### config.mk
export PLATFORM = sky130hd
export DESIGN_NAME = and_gate
export DESIGN_NICKNAME = d
export VERILOG_FILES = /design/src/rtl/and_gate.sv
export SDC_FILE = /design/constraint.sdc
export NUM_CORES = 1
export LEC_CHECK = 0
export BUFFER_PORTS_ARGS = -buffer_cell sky130_fd_sc_hd__buf_4
export CAP_MARGIN = 10
export CORE_UTILIZATION = 30
export DETAILED_ROUTE_END_ITERATION = 12
export GPL_ROUTABILITY_DRIVEN = 0
export PLACE_DENSITY = 0.6
export SKIP_CTS_REPAIR_TIMING = 1
export SLEW_MARGIN = 5
export SYNTH_ARGS = -nofsm -noshare
export SYNTH_HDL_FRONTEND = slang
export SYNTH_SLANG_ARGS = --single-unit
### constraint.sdc
create_clock -name clk -period 1.65 [get_ports clk]
set_input_delay 0.165 -clock clk [delete_from_list [all_inputs] [get_ports clk]]
set_output_delay 0.165 -clock clk [all_outputs]
set_load 0.05 [all_outputs]
### src/rtl/and_gate.sv
// Registered bitwise AND of two vectors, plus an all-ones flag and a
// saturating count of the cycles in which that flag was high.
module and_gate #(
  parameter int WIDTH = 1,
  parameter int CNT_W = 16
) (
  input  logic             clk,
  input  logic             rst,
  input  logic [WIDTH-1:0] a,
  input  logic [WIDTH-1:0] b,
  output logic [WIDTH-1:0] y,
  output logic             y_all,
  output logic [CNT_W-1:0] hi_cnt
);

  logic [WIDTH-1:0] w_and;
  logic             w_cnt_sat;
  logic [WIDTH-1:0] r_y;
  logic             r_y_all;
  logic [CNT_W-1:0] r_cnt;

  assign w_and     = a & b;
  assign w_cnt_sat = &r_cnt;

  // The counter looks at the registered flag, so it trails y_all by one cycle.
  always_ff @(posedge clk) begin
    if (rst) begin
      r_y     <= '0;
      r_y_all <= 1'b0;
      r_cnt   <= '0;
    end else begin
      r_y     <= w_and;
      r_y_all <= &w_and;
      if (r_y_all && !w_cnt_sat)
        r_cnt <= r_cnt + CNT_W'(1);
    end
  end

  assign y      = r_y;
  assign y_all  = r_y_all;
  assign hi_cnt = r_cnt;

endmodule

==> metrics.yaml, run 1 <==
outcome:
  status: "finished, violations left"
  violations: "DRC"
sta:
  finClkSkew_ns: 0.00412
  period_needed_ns: 1.59
  fmax_mhz: 628
  drv_slew: 0
  tightest_slew_ns: 0.435
  rsz0062_at_grt: "true"
  final_hold_viol_count: 0
  max_slew_margin: 0.708
  fin_hold_ws_ns: 0.0767
  setup_viol: 0
  fin_crit_sh: 0.965
setup_path:
  path_depth: 5
  crit_chain: "ha_4 > and4_4 > o311a_4 > and4_4 > mux2_4"
  cp-end-kind: "flop"
  crit_top_cell: "and4_4"
  r2r_cells: 5
  worst_ep_arrival_time_ns: 1.78
  cpPeakStageDelay_ns: 0.39
  crit_family: "simple AND/OR/NAND/NOR gates"
  crit_type: "reg2reg"
  crit_buf_inv: 0
  crit_path_top_delay_cell: "dfxtp_4"
  cp.required_ns: 1.83
  path_max_fanout: 5
  worstSetupStartpointType: "flop"
yosys:
  synth_edf_count: 0
  async_flop_share: 0
  synth_seq_area_share: 0.374
  synthDistinctLibCells: 33
  ys_seq_elements: 17
  yosys_warnings: 0
  synth_mux_area_frac: 0.0398
  yosys.area_share.adder: 0.0137
  synth_xor_area_frac: 0.00962
  synth.area.top_cells: "dfxtp_1 (37%), nor3_1 (5.5%), and4_1 (4.8%)"
  yosys.area.top_type: "dfxtp_1"
  synth-main-ff-cell: "dfxtp_1"
  syn-num-nets: 105
  synth-simple-area-share: 0.359
  netlist_instances: 100
  synth.avg_cell_area_um2: 9.11
  synth_top_family_by_area: "simple AND/OR/NAND/NOR gates"
  synth_top_area_frac: 0.374
  syn_area_um2: 911
  synth-compound-area-share: 0.188
floorplan:
  rows: 19
  initial_core_util: 0.325
  fp.coreArea_mm2: 0.00281
  dieArea_mm2: 0.00326
  die_h_um: 57.1
  ios: 22
  die_w_um: 57.1
detailed_routing:
  dr.pass1.iters: 8
  wl_um: 2180
  via_count: 908
  initialDrtViolationCount: 26
  drc_errors: 4
  ant_nets: 0
  viasPerCell: 5.75
  post_drt_wl_per_cell_um: 13.8
placement:
  dpl.hpwl_um: 1570
  dp.cells: 151
  io_buffers: 21
global_route:
  gr-total-overflow: 0
  grt_pass1_vias: 832
  grt_pass1_wl_um: 3680
  grtUsageTotal: 0.142
  antenna_found_initial: 0
  grt_max_degree: 21
hold_path:
  min_path_cells: 3
  hold_class: "in2reg"
power:
  power.density_mw_per_mm2: 553
  leakagePower_nw: 0.509
  peakVddDrop_mv: 0.362
clocking:
  ctsLongestPathBuffers: 2
  cts_buffers: 3
  htreeDepth: 1
  clock-root-buffer: "clkbuf_4"
  clk_latency_ns: 0.29
  clkTransAtPathRegs_ns: 0.10
  clock_sinks: 17
  cts_tree: "yes"
final_layout:
  area_growth_pct: 34.3
  nFillCells: 292
  fin_util: 0.436
  final_nets: 133
  final_cells: 158
  diodes: 0
  drive_gt1_frac: 0.449
run:
  drv_cap: 0
[Yosys cell counts (all sizes together) (2+ instances only)]
| cell type | number |
|---|---|
| mux2 | 2 |
| and3 | 5 |
| a31oi | 4 |
| or4 | 2 |
| nor3 | 10 |
| a211oi | 2 |
| nand2b | 2 |
| nand3 | 4 |
| o21ai | 4 |
| clkbuf | 2 |
| dfxtp | 17 |
| nor2b | 2 |
| nor2 | 9 |
| and4 | 6 |
| nand4 | 4 |
| a21oi | 6 |
| nand2 | 6 |
[sequential cells by signal, indices dropped and copies added, names as in the netlist]
signal	cells
y_all	1
hi_cnt	16
[placed cells by master, fill, tap and decap left out]
| master | Yosys | layout |
|---|---|---|
| a211oi_1 | 2 | 2 |
| a21oi_1 | 6 | 6 |
| a31o_2 | 1 | 1 |
| a31oi_1 | 4 | 4 |
| a41oi_1 | 1 | 1 |
| and2_1 | 1 | 1 |
| and3_1 | 5 | 5 |
| and4_1 | 5 | 4 |
| and4_4 | 1 | 2 |
| buf_4 | 1 | 26 |
| clkbuf_1 | 2 | 1 |
| clkbuf_4 | 0 | 3 |
| dfxtp_2 | 0 | 7 |
| dfxtp_4 | 0 | 10 |
| ha_4 | 0 | 1 |
| mux2_2 | 1 | 1 |
| mux2_4 | 1 | 1 |
| mux2i_1 | 1 | 1 |
| nand2_1 | 6 | 6 |
| nand2b_1 | 2 | 2 |
| nand3_1 | 4 | 4 |
| nand4_1 | 2 | 2 |
| nand4_4 | 2 | 2 |
| nor2_1 | 9 | 9 |
| nor2b_1 | 2 | 2 |
| nor3_1 | 10 | 10 |
| nor4_2 | 0 | 1 |
| o21ai_0 | 4 | 4 |
| o21bai_1 | 1 | 1 |
| o311a_4 | 1 | 1 |
| o31ai_1 | 1 | 1 |
| o41ai_4 | 1 | 1 |
| or3_1 | 1 | 1 |
| or4_1 | 2 | 2 |
| xor2_1 | 1 | 1 |
[metrics by stage]
| step | TNS [ns] | power, W | setup WS, ns | instance area [um2] |
|---|---|---|---|---|
| 2_1_floorplan | -0.0213 | 0.000443 | -0.0213 | 972 |
| 3_3_place_gp | 0 | 0.000458 | 0.0721 | 1170 |
| 3_5_place_dp | 0 | 0.000459 | 0.0399 | 1170 |
| 4_1_cts | 0 | 0.000694 | 0.0253 | 1190 |
| 5_1_grt | -0.0192 | 0.000716 | -0.0192 | 1220 |
| 6_report | 0 | 0.000677 | 0.0580 | 1220 |
[where the power goes]
group          internal, W  total (W)  leakage, nW  switching, W
clock network    0.0000940   0.000225       0.0150      0.000131
logic            0.0000194  0.0000505        0.346     0.0000311
registers         0.000398   0.000401        0.149    0.00000355
[worst reg2reg max path, delay by kind of cell, from the launching register on]
kind,cells,cell delay [ns]
fa+ha+maj,1,0.15
simple gates,2,0.47
flops,1,0.39
compound gates,1,0.20
mux,1,0.29
[layer usage]
layer  track usage  wire length (um)  vias to the layer above  share of wire
met4        0.0523                15                        0         0.0069
met5             0                 0                        -              0
li1              -                 -                      446              -
met3        0.0204                74                        2          0.034
met1         0.185              1040                      441           0.47
met2         0.239              1060                       19           0.48
[final timing paths]
kind / start / to / slack [ns]
setup / recovery: hi_cnt[0] / hi_cnt[14] / 0.06
hold / removal: b / y_all / 0.08
setup reg to reg: hi_cnt[0] / hi_cnt[14] / 0.06
hold reg to reg: hi_cnt[12] / hi_cnt[12] / 0.51
[cell type report]
cell class              count  area, um2  area share
multi-input cells          80        577       0.471
flip-flops and latches     17        387       0.316
repair buffers             26        195       0.160
well taps                  31       38.8      0.0317
clock buffers               4       26.3      0.0215
[logic make-up after synthesis]
| group | count (synthesis) |
|---|---|
| fa+ha+maj | 1 |
| buf+inv | 3 |
| mux | 3 |
| compound gates | 22 |
| xor+xnor | 1 |
| simple gates | 53 |
| flops | 17 |
No activity file was read; power rests on OpenSTA's default activity.
==> run 2: changes to the inputs <==
--- a/config.mk
+++ b/config.mk
@@ -10,6 +10,7 @@
 export CORE_UTILIZATION = 30
 export DETAILED_ROUTE_END_ITERATION = 12
 export GPL_ROUTABILITY_DRIVEN = 0
+export HOLD_SLACK_MARGIN = 0.1
 export PLACE_DENSITY = 0.6
 export SKIP_CTS_REPAIR_TIMING = 1
 export SLEW_MARGIN = 5
==> metrics.yaml, run 2 (synthesis results as in run 1) <==
outcome:
  status: "finished, violations left"
  violations: "DRC"
power:
  peakVddDrop_mv: 0.362
  power.density_mw_per_mm2: 547
  leakagePower_nw: 0.516
sta:
  drv_slew: 0
  finClkSkew_ns: 0.00331
  period_needed_ns: 1.59
  tightest_slew_ns: 0.435
  rsz0062_at_grt: "true"
  fmax_mhz: 628
  final_hold_viol_count: 0
  fin_hold_ws_ns: 0.184
  fin_crit_sh: 0.966
  max_slew_margin: 0.708
  setup_viol: 0
final_layout:
  area_growth_pct: 36.5
  largest_reg_flops: 16
  drive_gt1_frac: 0.442
  final_nets: 135
  diodes: 0
  seq_area_um2: 387
  layout_common_cells: "buf_4 (26), nor3_1 (10), dfxtp_4 (10)"
  multiInputGateArea_um2: 577
  fin_util: 0.443
  layout_commonest_cell: "buf_4"
  nFillCells: 289
clocking:
  clock_sinks: 17
  cts_tree: "yes"
  clk_latency_ns: 0.29
  htreeDepth: 1
  ctsLongestPathBuffers: 2
  cts_buffers: 3
  clkTransAtPathRegs_ns: 0.10
  clock-root-buffer: "clkbuf_4"
floorplan:
  die_w_um: 57.1
  initial_core_util: 0.325
  dieArea_mm2: 0.00326
  rows: 19
  die_h_um: 57.1
  fp.coreArea_mm2: 0.00281
  ios: 22
setup_path:
  crit_type: "reg2reg"
  worstSetupStartpointType: "flop"
  rrSetupSlack_ns: 0.06
  crit_buf_inv: 0
  crit_top_cell: "and4_4"
  crit_family: "simple AND/OR/NAND/NOR gates"
  cp-end-kind: "flop"
  cpPeakStageDelay_ns: 0.39
  crit_chain: "ha_4 > and4_4 > o311a_4 > and4_4 > mux2_4"
  crit_path_top_delay_cell: "dfxtp_4"
  cp.required_ns: 1.83
  path_max_fanout: 5
  worst_ep_arrival_time_ns: 1.78
detailed_routing:
  initialDrtViolationCount: 28
  drc_errors: 4
  via_count: 903
  wl_um: 2210
  post_drt_wl_per_cell_um: 13.8
  viasPerCell: 5.64
  dr.pass1.iters: 8
  ant_nets: 0
placement:
  dpl.hpwl_um: 1570
  io_buffers: 21
global_route:
  grt_pass1_wl_um: 3680
  grt_max_degree: 21
  grt_pass1_vias: 832
  grtUsageTotal: 0.142
  gr-total-overflow: 0
  antenna_found_initial: 0
hold_path:
  hold_class: "in2reg"
run:
  drv_cap: 0
==> run 2: final timing paths <==
check,start,end,cells after the start
max,hi_cnt[0],hi_cnt[14],5
max reg2reg,hi_cnt[0],hi_cnt[14],5
min,rst,hi_cnt[9],2
min reg2reg,hi_cnt[12],hi_cnt[12],1
==> run 2: metal layers <==
layer,part of all wire,GRT usage,vias to the layer above
met5,0,0,-
li1,-,-,449
met4,0.0068,0.0523,0
met1,0.47,0.185,435
met3,0.031,0.0204,2
met2,0.49,0.239,17
==> run 2: worst reg2reg max path, cell delays in order (launching register included) <==
cell and delay (ns):
dfxtp_4 0.39, ha_4 0.15, and4_4 0.25, o311a_4 0.20, and4_4 0.22, mux2_4 0.29
==> run 2: power by group <==
group | switching [W] | internal (W)
Combinational | 0.0000319 | 0.0000224
Clock | 0.000131 | 0.0000940
Sequential | 0.00000361 | 0.000398
Total | 0.000166 | 0.000514
==> run 2: layout make-up <==
type                    instances  area share
flip-flops and latches         17       0.311
multi-input cells              80       0.464
repair buffers                 28       0.173
well taps                      31      0.0312
clock buffers                   4      0.0211
==> run 2: metrics by stage <==
step / instance area [um2] / power, W / setup WS, ns / cells / TNS (ns)
finish: 1240 / 0.000680 / 0.0566 / 160 / 0
global route: 1240 / 0.000721 / -0.0191 / 160 / -0.0191
CTS: 1190 / 0.000694 / 0.0253 / 155 / 0
detailed placement: 1170 / 0.000459 / 0.0399 / 151 / 0
global placement: 1170 / 0.000458 / 0.0721 / 151 / 0
floorplan: 972 / 0.000443 / -0.0213 / 100 / -0.0213
